[src/rtl/branch_pkg.sv]
`default_nettype none
// ============================================================================
// Module      : branch_pkg
// Description : Shared BrOp field constants, BHT counter type/encodings and
//               the conditional-branch classifier used by the branch unit.
// Revision    : 1.0 - initial release
// ============================================================================
package branch_pkg;

    // BrOp[4] marks an unconditional jump; BrOp[4:3] == BR_COND_TAG marks a
    // conditional branch whose compare is selected by BrOp[2:0].
    localparam int         BR_JUMP_BIT = 4;
    localparam logic [1:0] BR_COND_TAG = 2'b01;

    localparam logic [2:0] BR_EQ  = 3'b000;
    localparam logic [2:0] BR_NE  = 3'b001;
    localparam logic [2:0] BR_LT  = 3'b100;
    localparam logic [2:0] BR_GE  = 3'b101;
    localparam logic [2:0] BR_LTU = 3'b110;
    localparam logic [2:0] BR_GEU = 3'b111;

    typedef logic [1:0] bht_ctr_t;

    localparam bht_ctr_t CTR_SNT   = 2'b00;
    localparam bht_ctr_t CTR_WNT   = 2'b01;
    localparam bht_ctr_t CTR_WT    = 2'b10;
    localparam bht_ctr_t CTR_ST    = 2'b11;
    localparam bht_ctr_t CTR_RESET = CTR_WNT;

    // Compare codes 010/011 inside the conditional group are holes: they are
    // never taken and must not train the BHT or bump the counters.
    function automatic logic is_cond_branch(input logic [4:0] br_op);
        return (br_op[4:3] == BR_COND_TAG) && (br_op[2:1] != 2'b01);
    endfunction

endpackage
`default_nettype wire

[src/rtl/branch_predict_resolve_bht_table.sv]
`default_nettype none
// ============================================================================
// Module      : branch_predict_resolve_bht_table (bht_table)
// Description : Direct-mapped array of 2-bit saturating counters.
//               One combinational read port, one saturating update port.
// Ports       : clk, rst_n        - clock, async active-low reset
//               i_rd_idx/o_rd_ctr - read index / counter value (no bypass)
//               i_wr_en/i_wr_idx  - train enable / index
//               i_wr_taken        - 1: increment, 0: decrement (saturating)
// Revision    : 1.0 - initial release
// ============================================================================
module bht_table
    import branch_pkg::*;
#(
    parameter int ENTRIES = 64,
    parameter int IDX_W   = $clog2(ENTRIES)
) (
    input  logic             clk,
    input  logic             rst_n,
    input  logic [IDX_W-1:0] i_rd_idx,
    output bht_ctr_t         o_rd_ctr,
    input  logic             i_wr_en,
    input  logic [IDX_W-1:0] i_wr_idx,
    input  logic             i_wr_taken
);

    bht_ctr_t r_ctr [ENTRIES];
    bht_ctr_t w_cur;
    bht_ctr_t w_nxt;

    // Read returns the stored value; a same-cycle update becomes visible
    // only after the edge.
    assign o_rd_ctr = r_ctr[i_rd_idx];
    assign w_cur    = r_ctr[i_wr_idx];

    always_comb begin
        w_nxt = w_cur;
        if (i_wr_taken) begin
            if (w_cur != CTR_ST) w_nxt = w_cur + 2'd1;
        end else begin
            if (w_cur != CTR_SNT) w_nxt = w_cur - 2'd1;
        end
    end

    always_ff @(posedge clk or negedge rst_n) begin
        if (!rst_n) begin
            for (int i = 0; i < ENTRIES; i++) r_ctr[i] <= CTR_RESET;
        end else if (i_wr_en) begin
            r_ctr[i_wr_idx] <= w_nxt;
        end
    end

endmodule
`default_nettype wire

[src/rtl/branch_predict_resolve.sv]
`default_nettype none
// ============================================================================
// Module      : branch_predict_resolve
// Description : EX-stage branch resolution with a 2-bit BHT predictor,
//               misprediction flag and wrap-around performance counters.
// Ports       : clk, rst_n              - clock, async active-low reset
//               if_pc -> if_pred_taken   - fetch-side BHT lookup
//               ex_valid, ex_pc, In1, In2, BrOp, ex_pred_taken - EX inputs
//               NextPCSrc, mispredict    - combinational resolve results
//               stats_clr, br_count, mp_count - performance counters
// Revision    : 1.0 - initial release
// ============================================================================
module branch_predict_resolve
    import branch_pkg::*;
#(
    parameter int XLEN        = 32,
    parameter int BHT_ENTRIES = 64,
    parameter int CNT_W       = 32
) (
    input  logic             clk,
    input  logic             rst_n,
    input  logic [XLEN-1:0]  if_pc,
    output logic             if_pred_taken,
    input  logic             ex_valid,
    input  logic [XLEN-1:0]  ex_pc,
    input  logic [XLEN-1:0]  In1,
    input  logic [XLEN-1:0]  In2,
    input  logic [4:0]       BrOp,
    input  logic             ex_pred_taken,
    output logic             NextPCSrc,
    output logic             mispredict,
    input  logic             stats_clr,
    output logic [CNT_W-1:0] br_count,
    output logic [CNT_W-1:0] mp_count
);

    localparam int c_IDX_W = $clog2(BHT_ENTRIES);

    logic [c_IDX_W-1:0] w_if_idx;
    logic [c_IDX_W-1:0] w_ex_idx;
    bht_ctr_t           w_if_ctr;
    logic               w_is_cond;
    logic               w_is_jump;
    logic               w_cond_taken;
    logic               w_train;
    logic               w_eq;
    logic               w_lt;
    logic               w_ltu;
    logic [CNT_W-1:0]   w_br_count_nxt;
    logic [CNT_W-1:0]   w_mp_count_nxt;
    logic [CNT_W-1:0]   r_br_count;
    logic [CNT_W-1:0]   r_mp_count;
    logic               w_unused_pc_bits;

    // Word-aligned PCs: drop the byte offset, keep IDX_W index bits.
    assign w_if_idx = if_pc[c_IDX_W+1:2];
    assign w_ex_idx = ex_pc[c_IDX_W+1:2];
    assign w_unused_pc_bits = ^{if_pc, ex_pc};

    assign w_is_jump = BrOp[BR_JUMP_BIT];
    assign w_is_cond = is_cond_branch(BrOp);

    assign w_eq  = (In1 == In2);
    assign w_lt  = ($signed(In1) < $signed(In2));
    assign w_ltu = (In1 < In2);

    always_comb begin
        w_cond_taken = 1'b0;
        case (BrOp[2:0])
            BR_EQ:   w_cond_taken = w_eq;
            BR_NE:   w_cond_taken = ~w_eq;
            BR_LT:   w_cond_taken = w_lt;
            BR_GE:   w_cond_taken = ~w_lt;
            BR_LTU:  w_cond_taken = w_ltu;
            BR_GEU:  w_cond_taken = ~w_ltu;
            default: w_cond_taken = 1'b0;
        endcase
    end

    always_comb begin
        NextPCSrc  = 1'b0;
        mispredict = 1'b0;
        if (w_is_jump) begin
            NextPCSrc  = 1'b1;
            mispredict = ex_valid & ~ex_pred_taken;
        end else if (w_is_cond) begin
            NextPCSrc  = w_cond_taken;
            mispredict = ex_valid & (w_cond_taken != ex_pred_taken);
        end
    end

    // Only valid conditional branches train and count; jumps never do.
    assign w_train = ex_valid & w_is_cond;

    bht_table #(
        .ENTRIES (BHT_ENTRIES),
        .IDX_W   (c_IDX_W)
    ) u_bht (
        .clk        (clk),
        .rst_n      (rst_n),
        .i_rd_idx   (w_if_idx),
        .o_rd_ctr   (w_if_ctr),
        .i_wr_en    (w_train),
        .i_wr_idx   (w_ex_idx),
        .i_wr_taken (w_cond_taken)
    );

    assign if_pred_taken = w_if_ctr[1];

    // Clear wins over a same-cycle increment; both counters wrap naturally.
    always_comb begin
        w_br_count_nxt = r_br_count;
        w_mp_count_nxt = r_mp_count;
        if (stats_clr) begin
            w_br_count_nxt = '0;
            w_mp_count_nxt = '0;
        end else if (w_train) begin
            w_br_count_nxt = r_br_count + {{(CNT_W-1){1'b0}}, 1'b1};
            if (mispredict) begin
                w_mp_count_nxt = r_mp_count + {{(CNT_W-1){1'b0}}, 1'b1};
            end
        end
    end

    always_ff @(posedge clk or negedge rst_n) begin
        if (!rst_n) begin
            r_br_count <= '0;
            r_mp_count <= '0;
        end else begin
            r_br_count <= w_br_count_nxt;
            r_mp_count <= w_mp_count_nxt;
        end
    end

    assign br_count = r_br_count;
    assign mp_count = r_mp_count;

endmodule
`default_nettype wire
[config.mk]
export PLATFORM = sky130hd
export DESIGN_NAME = branch_predict_resolve
export DESIGN_NICKNAME = d
export VERILOG_FILES = /design/src/rtl/branch_pkg.sv /design/src/rtl/branch_predict_resolve_bht_table.sv /design/src/rtl/branch_predict_resolve.sv
export SDC_FILE = /design/constraint.sdc
export NUM_CORES = 1
export LEC_CHECK = 0
export CAP_MARGIN = 25
export CELL_PAD_IN_SITES_DETAIL_PLACEMENT = 0
export CELL_PAD_IN_SITES_GLOBAL_PLACEMENT = 1
export CORE_MARGIN = 1
export CORE_UTILIZATION = 40
export DETAILED_ROUTE_END_ITERATION = 12
export PLACE_DENSITY_LB_ADDON = 0.2
export RECOVER_POWER = 25
export SYNTH_ARGS = -nofsm -noshare
export SYNTH_HDL_FRONTEND = slang
export SYNTH_SLANG_ARGS = --single-unit
[constraint.sdc]
create_clock -name clk -period 11.09 [get_ports clk]
set_input_delay 2.218 -clock clk [delete_from_list [all_inputs] [get_ports clk]]
set_output_delay 2.218 -clock clk [all_outputs]
set_load 0.01 [all_outputs]
==> qor.txt, run 1 <==
Status - complete, but fails checks
Failing checks - max-capacitance violations, max-slew violations
Cell Area, Synth - 0.0110 sq mm
Ranking of synthesized cells by area - dfrtp_1, dfstp_2, nand2_1, mux4_2, o21ai_1
Worst setup EP type - output port
Worst EP required - 8.87 ns
Post-Route Utilization - 0.497
Setup Buffers After CTS - 0
Max rail drop VDD - 0.102 mV
Nets@finish - 1,504
Hpwl dp - 20,900 microns
Cell taking the most area after synthesis - dfrtp_1
Cell area after layout - 0.0134 sq mm
FF-to-FF End - u_bht.r_ctr[107]
Top-area cell type share of the netlist area - 0.291
Slew @ Worst Pin - 3.67 ns
Via Count - 9,367
Starting density of the core - 0.408
Area growth, synth to finish - 21.9%
Synthesized instance count - 1,204
DRT iter0 DRCs - 605
Syn nets - 1,376
Clk pin slew, worst setup/hold paths - 0.07 ns
Commonest non-fill, non-tap cells in the layout - nand2_1, clkdlybuf4s50_1, dfrtp_1
Fin cells - 1,686
Leakage power - 5.16 nW
Ys flop type - dfrtp_1
Skew final - 0.0112 ns
Ys Warns - 0
R2r setup slk - 7.67 ns
CORE AREA - 0.0270 sq mm
Die X - 168 microns
First-pass GRT wire length - 50,800 microns
Placed cell area - 0.0129 sq mm
Total global-route track usage - 0.228
Unrepaired setup endpoints after global routing - false
Slew Viols, Final - 135
Die area - 0.0281 sq mm
Die Y-Extent - 168 microns
ANT cells - 0
Initial antenna violation count - 0
Cell depth of the worst flop-to-flop path - 9
Register area share after synthesis - 0.444
Max transition margin - -1.45
Io pins - 205
Vias/cell - 5.56
Routed length per placed instance - 18.1 microns
Crit Path Max Fanout - 26
Largest net degree at the start of global routing - 77
Port buffer count - 152
Pre-Repair DR Iteration Count - 5
Commonest non-fill, non-tap cell in the layout - nand2_1
Cells after DPL - 1,654
Reg2reg start - u_bht.r_ctr[127]
Crit path kind - in -> out
Post-synth EDFFs - 0
Worst EP arrival - 6.04 ns
CP startpoint - In2[11]
CTS Hold Bufs - 0
Setup Total Neg Slack - 0 ns
Antenna Nets Post-Route - 0
Clk buf depth - 2
FFs w/ async S/R, synth - 1.00
Final period util - 0.745
DRC Markers - 0
Hold/Removal Path Class - reg -> reg
Sink Count - 192
Max Cap Viol - 2
Root buf cell - clkbuf_16
Layout cell share with drive strength beyond 1 - 0.127
Minimum clock period - 8.26 ns
Critical Path Sink - mispredict
Site row count - 60
Yosys cell types - 61
PostCTS Resize Cnt - 0
Gpl congestion - 0.804
H-tree levels - 4
Worst-Skew Late Latency - 0.44 ns
Final hold violation count - 0
Peak Freq - 121 MHz
Total grt overflow - 0
Clock buffer count from CTS - 17
Vias in the first global route - 9,340
Seq cells post-synth - 192
Filler cells - 2,592
Startpoint types - input pin
Syn_area_per_cell - 9.13 sq um
Final wirelength - 30,600 microns
Final setup viols - 0
Power density over cell area - 114 mW/mm^2
CTS tree - built
power breakdown:
part / switching, mW / total, mW / internal [mW]
clock network: 0.275 / 0.597 / 0.322
logic: 0.115 / 0.189 / 0.0736
registers: 0.0123 / 0.738 / 0.726
cells by family (layout without fill, tap and decap cells):
logic type      count (synthesis)  after routing  share of synthesized area
xor+xnor                       27             27                     0.0215
compound gates                302            302                      0.172
buf+inv                       131            272                     0.0475
flops                         192            192                      0.444
simple gates                  462            462                      0.193
fa+ha+maj                      36             36                     0.0408
mux                            54             54                     0.0805
through the flow:
| stage | hold slack, ns | power (mW) | setup slack, ns |
|---|---|---|---|
| floorplan | 0.442 | 0.852 | 4.08 |
| global placement | 0.449 | 0.940 | 2.86 |
| detailed placement | 0.454 | 0.942 | 2.87 |
| CTS | 0.464 | 1.54 | 2.85 |
| global route | 0.473 | 1.59 | 1.77 |
| finish | 0.462 | 1.52 | 2.83 |
synthesized netlist by cell type (3+ instances only):
cell and number:
o21ai_1 86, dfstp_2 64, buf_2 24, a22o_1 11, a211oi_1 6, and2_1 3
mux2_2 15, or4_1 5, dfrtp_1 128, o2111ai_1 10, a31oi_1 5, or3_1 9
a22oi_1 29, inv_1 66, nand3_1 32, nand2b_1 5, nor2b_1 15, ha_1 34
o21ai_0 21, mux4_2 26, and4_1 5, nor2_1 105, and3b_1 3, xnor2_1 10
xor2_1 17, mux2i_1 13, clkbuf_1 40, a21oi_1 80, a221oi_1 4, o211ai_1 8
o41ai_1 20, nor4_1 15, nor3b_1 4, nor3_1 17, nand2_1 197, nand4_1 21
and3_1 16, nand3b_1 4
cell type report:
type / instances / area [sq um] / share of cell area
multi-input cells: 881 / 5620 / 0.419
flip-flops and latches: 192 / 4880 / 0.365
repair buffers: 174 / 1670 / 0.125
clock buffers: 23 / 468 / 0.0349
well taps: 341 / 427 / 0.0318
inverters: 66 / 248 / 0.0185
clock inverters: 9 / 87.6 / 0.00654
worst min-delay path by stage:
stage / slack (ns) / from / end / depth (start not counted)
finish: 0.46 / u_bht.r_ctr[124] / u_bht.r_ctr[124] / 2
global route: 0.47 / u_bht.r_ctr[74] / u_bht.r_ctr[74] / 2
CTS: 0.46 / u_bht.r_ctr[124] / u_bht.r_ctr[124] / 2
detailed placement: 0.45 / u_bht.r_ctr[124] / u_bht.r_ctr[124] / 2
global placement: 0.45 / u_bht.r_ctr[112] / u_bht.r_ctr[112] / 2
floorplan: 0.44 / u_bht.r_ctr[96] / u_bht.r_ctr[96] / 2
critical path: stages:
cell,delay (ns)
clkdlybuf4s50_1,0.46
inv_1,0.04
ha_1,0.30
nand4_1,0.17
or4_1,0.60
o21ai_0,0.23
a211oi_2,0.11
a31oi_1,0.49
a21oi_2,0.11
buf_4,0.25
nor3_1,0.33
a31o_2,0.18
clkdlybuf4s50_1,0.53
metal layers:
metal / vias up / share of wire / global-route usage
met3: 31 / 0.051 / 0.0522
met1: 4530 / 0.46 / 0.309
met5: - / 0 / 0
met4: 0 / 0.017 / 0.0650
met2: 211 / 0.47 / 0.366
li1: 4595 / - / -
sequential cells by signal (all words and copies together), names as in the netlist:
| register | count |
|---|---|
| u_bht.r_ctr | 128 |
| br_count | 32 |
| mp_count | 32 |
No activity file was read; power rests on OpenSTA's default activity.
==> run 2, diff against run 1 <==
- CORE_UTILIZATION: 40 -> 36
- clock period: 11.09 -> 7.15 ns (I/O delays scaled with it)
==> qor.txt, run 2 (synthesized netlist as in run 1, its figures left out) <==
Clock buffer count from CTS - 17
Skew final - 0.0117 ns
FF-to-FF End - u_bht.r_ctr[107]
DRC Markers - 0
R2r setup slk - 3.60 ns
WHS - 0.461 ns
DRT iter0 DRCs - 664
Max Cap Viol - 3
Worst EP required - 5.72 ns
CTS Hold Bufs - 0
Crit path kind - in -> out
Pre-Repair DR Iteration Count - 5
Worst setup EP type - output port
Routed length per placed instance - 18.2 microns
Slew @ Worst Pin - 3.86 ns
CORE AREA - 0.0298 sq mm
Gpl congestion - 0.806
Critical Path Most Common Cell - clkdlybuf4s50_1
Fin cells - 1,741
PostCTS Resize Cnt - 0
Minimum clock period - 6.54 ns
Startpoint types - input pin
Final setup viols - 0
CP max-delay cell - or4_1
Area growth, synth to finish - 23.0%
Status - complete, but fails checks
Hold path cells - 2
Hpwl dp - 22,100 microns
CTS tree - built
Reg2reg start - u_bht.r_ctr[127]
Cells after DPL - 1,709
Reg with most FFs - u_bht.r_ctr
Post-Route Utilization - 0.454
Commonest non-fill, non-tap cells in the layout - nand2_1, clkdlybuf4s50_1, dfrtp_1
Die Y-Extent - 177 microns
Cell depth of the worst flop-to-flop path - 9
First-pass GRT wire length - 52,400 microns
Worst EP arrival - 5.11 ns
Worst-Skew Late Latency - 0.43 ns
Critical Path Max Stage Delay - 0.63 ns
Unrepaired setup endpoints after global routing - false
Final wirelength - 31,600 microns
Clk pin slew, worst setup/hold paths - 0.06 ns
Hold/Removal Path Class - reg -> reg
Crit path buffers/inverters - 3
Die X - 177 microns
Filler cells - 2,925
Slew Viols, Final - 137
Max reg flops - 128
Power density over cell area - 177 mW/mm^2
Vias in the first global route - 9,525
Max transition margin - -1.58
Cell area after layout - 0.0135 sq mm
Leakage power - 5.21 nW
Final period util - 0.914
Final hold violation count - 0
Setup Buffers After CTS - 0
Placed cell area - 0.0130 sq mm
Site row count - 63
Hold_sp - u_bht.r_ctr[80]
Starting density of the core - 0.369
Nets@finish - 1,511
Pwr Total - 2.39 mW
Initial antenna violation count - 0
Sink Count - 192
Layout cell share with drive strength beyond 1 - 0.133
Crit Path Max Fanout - 5
Largest net degree at the start of global routing - 77
Total global-route track usage - 0.214
Vias/cell - 5.40
Via Count - 9,402
Peak Freq - 153 MHz
Total grt overflow - 0
Io pins - 205
Setup Total Neg Slack - 0 ns
ANT cells - 0
H-tree levels - 4
Worst Setup Slack, final - 0.614 ns
CP Cell Sequence - clkdlybuf4s50_1 > inv_1 > ha_1 > nand4_1 > or4_1 > o21ai_0 > a211oi_2 > a31oi_1 > a21oi_2 > nor3_1 > a31o_2 > clkdlybuf4s50_1
Crit path max-delay family - simple AND/OR/NAND/NOR gates
Antenna Nets Post-Route - 0
Failing checks - max-capacitance violations, max-slew violations
Pre-CTS setup slack - 0.642 ns
Root buf cell - clkbuf_16
Port buffer count - 152
Clk buf depth - 2
Commonest non-fill, non-tap cell in the layout - nand2_1
Die area - 0.0312 sq mm
Max rail drop VDD - 0.165 mV
Hold EP - u_bht.r_ctr[80]
-- run 2: area by class of cell --
| type | count | area, sq um | area share |
|---|---|---|---|
| Multi-Input combinational cell | 881 | 5610 | 0.415 |
| Sequential cell | 192 | 4880 | 0.361 |
| Timing Repair Buffer | 181 | 1720 | 0.127 |
| Tap cell | 390 | 488 | 0.0361 |
| Clock buffer | 18 | 429 | 0.0318 |
| Inverter | 66 | 248 | 0.0183 |
| Clock inverter | 13 | 138 | 0.0102 |
-- run 2: worst max path at each step --
stage / startpoint / end / slack [ns] / depth (start not counted)
floorplan: In2[14] / mispredict / 1.71 / 11
global placement: In2[14] / mispredict / 0.59 / 12
global route: In2[14] / mispredict / 0.30 / 12
detailed placement: In2[14] / mispredict / 0.64 / 12
CTS: In2[14] / mispredict / 0.62 / 12
finish: In2[14] / mispredict / 0.61 / 12
-- run 2: tightest hold or removal path: cells and delay by family (launching register included) --
family,cells,cell delay (ns)
AND/OR/NAND/NOR,1,0.04
AO/OA/AOI/OAI,1,0.05
flip-flops,1,0.37
-- run 2: routing by layer --
metal	routed length, microns	track usage	vias to the layer above
met4	380	0.0542	0
met2	14700	0.341	223
li1	-	-	4608
met1	14700	0.292	4546
met3	1860	0.0460	25
met5	0	0	-
-- run 2: power by group --
part           total (mW)  internal (mW)  switching [mW]
Clock               0.952          0.515           0.436
Combinational       0.296          0.117           0.179
Sequential           1.14           1.13          0.0193
Total                2.39           1.76           0.635
==> run 3, diff against run 2 <==
- REMOVE_ABC_BUFFERS: unset -> 1
==> qor.txt, run 3 (synthesized netlist as in run 1, its figures left out) <==
Status - complete, but fails checks
Failing checks - max-capacitance violations, max-slew violations
Via Count - 9,502
Pwr Total - 2.48 mW
ANT cells - 0
Clock buffer count from CTS - 17
Setup Total Neg Slack - 0 ns
Site row count - 63
Root buf cell - clkbuf_16
Port buffer count - 152
Vias in the first global route - 9,457
Minimum clock period - 6.38 ns
Io pins - 205
Final period util - 0.893
Reg with most FFs - u_bht.r_ctr
Crit path kind - in -> out
Cell depth of the worst flop-to-flop path - 9
Commonest non-fill, non-tap cells in the layout - nand2_1, clkdlybuf4s50_1, dfrtp_1
Leakage power - 5.26 nW
Total global-route track usage - 0.211
Crit Path Max Fanout - 5
Nets@finish - 1,513
Total grt overflow - 0
Starting density of the core - 0.369
Multi-input gate area - 0.00561 sq mm
CORE AREA - 0.0298 sq mm
Hpwl dp - 22,300 microns
Area growth, synth to finish - 24.0%
Pre-Repair DR Iteration Count - 5
Peak Freq - 157 MHz
Final setup viols - 0
Startpoint types - input pin
CP max-delay cell - or4_1
Max reg flops - 128
Max rail drop VDD - 0.133 mV
Worst-Skew Late Latency - 0.45 ns
Largest net degree at the start of global routing - 77
PostCTS Resize Cnt - 0
DRC Markers - 0
Filler cells - 2,889
Max Cap Viol - 2
Clk pin slew, worst setup/hold paths - 0.08 ns
Critical Path Max Stage Delay - 0.59 ns
CTS tree - built
Die area - 0.0312 sq mm
Slew Viols, Final - 141
Die X - 177 microns
Placed cell area - 0.0130 sq mm
Slew @ Worst Pin - 4.33 ns
Setup Buffers After CTS - 0
Final hold violation count - 0
Initial antenna violation count - 0
Layout cell share with drive strength beyond 1 - 0.137
Max transition margin - -1.89
Final wirelength - 32,200 microns
Hold/Removal Path Class - reg -> reg
Crit path buffers/inverters - 3
Crit path max-delay family - compound AO/OA/AOI/OAI gates
Die Y-Extent - 177 microns
Power density over cell area - 182 mW/mm^2
Vias/cell - 5.45
Clk buf depth - 2
R2r setup slk - 3.92 ns
H-tree levels - 4
Routed length per placed instance - 18.4 microns
Storage element area - 0.00488 sq mm
Hold EP - u_bht.r_ctr[96]
Worst EP required - 5.72 ns
Antenna Nets Post-Route - 0
Sink Count - 192
Worst setup EP type - output port
Skew final - 0.0242 ns
Reg2reg start - u_bht.r_ctr[127]
Critical Path Most Common Cell - clkdlybuf4s50_1
FF-to-FF End - u_bht.r_ctr[85]
CP Cell Sequence - clkdlybuf4s50_1 > inv_1 > ha_1 > nand4_1 > or4_1 > o21ai_0 > a211oi_2 > a31oi_1 > a21oi_2 > nor3_1 > a31o_2 > clkdlybuf4s50_1
CTS Hold Bufs - 0
DRT iter0 DRCs - 693
Cell area after layout - 0.0136 sq mm
Worst EP arrival - 4.95 ns
Commonest non-fill, non-tap cell in the layout - nand2_1
Hold_sp - u_bht.r_ctr[96]
First-pass GRT wire length - 52,000 microns
Gpl congestion - 0.777
Hold path cells - 2
Unrepaired setup endpoints after global routing - false
run 3: cell types whose count changed in the layout (fill, tap and decap cells not counted), sizes merged:
cell	delta
clkbuf	+1
buf	+1
inv	+5
clkinvlp	-2
clkinv	-2
run 3: worst reg2reg max path: stages, from the launching register on:
cell	delay, ns
dfrtp_1	0.40
nor2b_1	0.14
a211oi_1	0.22
a211oi_1	0.09
a2111oi_0	0.66
nor3_1	0.12
a211oi_1	0.40
maj3_2	0.63
buf_12	0.31
a21oi_1	0.14
run 3: worst max path at each step:
stage / startpoint / to / slack (ns) / cells past startpoint
finish: In2[14] / mispredict / 0.77 / 12
global route: rst_n / u_bht.r_ctr[127] / 0.35 / 2
CTS: In2[14] / mispredict / 0.76 / 12
detailed placement: In2[14] / mispredict / 0.75 / 12
global placement: In2[14] / mispredict / 0.74 / 12
floorplan: In2[14] / mispredict / 0.93 / 10
run 3: power by group:
part           internal (mW)  leakage [nW]  switching (mW)
registers               1.13          2.44          0.0199
clock network          0.547         0.305           0.483
logic                  0.120          2.51           0.183
total                   1.79          5.26           0.686
run 3: per-stage QoR:
| stage | instances | worst slack, ns | hold slack [ns] | util |
|---|---|---|---|---|
| floorplan | 1139 | 0.932 | 0.442 | - |
| global placement | 1708 | 0.737 | 0.450 | 0.436 |
| detailed placement | 1710 | 0.750 | 0.454 | 0.436 |
| CTS | 1742 | 0.757 | 0.465 | 0.457 |
| global route | 1744 | 0.350 | 0.481 | 0.457 |
| finish | 1744 | 0.767 | 0.465 | 0.457 |
run 3: layout make-up:
class,count,share of cell area
Multi-Input combinational cell,881,0.412
Sequential cell,192,0.359
Timing Repair Buffer,183,0.129
Tap cell,390,0.0358
Clock buffer,18,0.0322
Inverter,66,0.0182
Clock inverter,14,0.0141
run 3: layer usage:
layer  vias up  track usage  routed length [microns]
met5         -            0                        0
met4         0       0.0568                      445
met3        27       0.0335                     1490
met2       247        0.356                    15700
met1      4622        0.280                    14500
li1       4606            -                        -
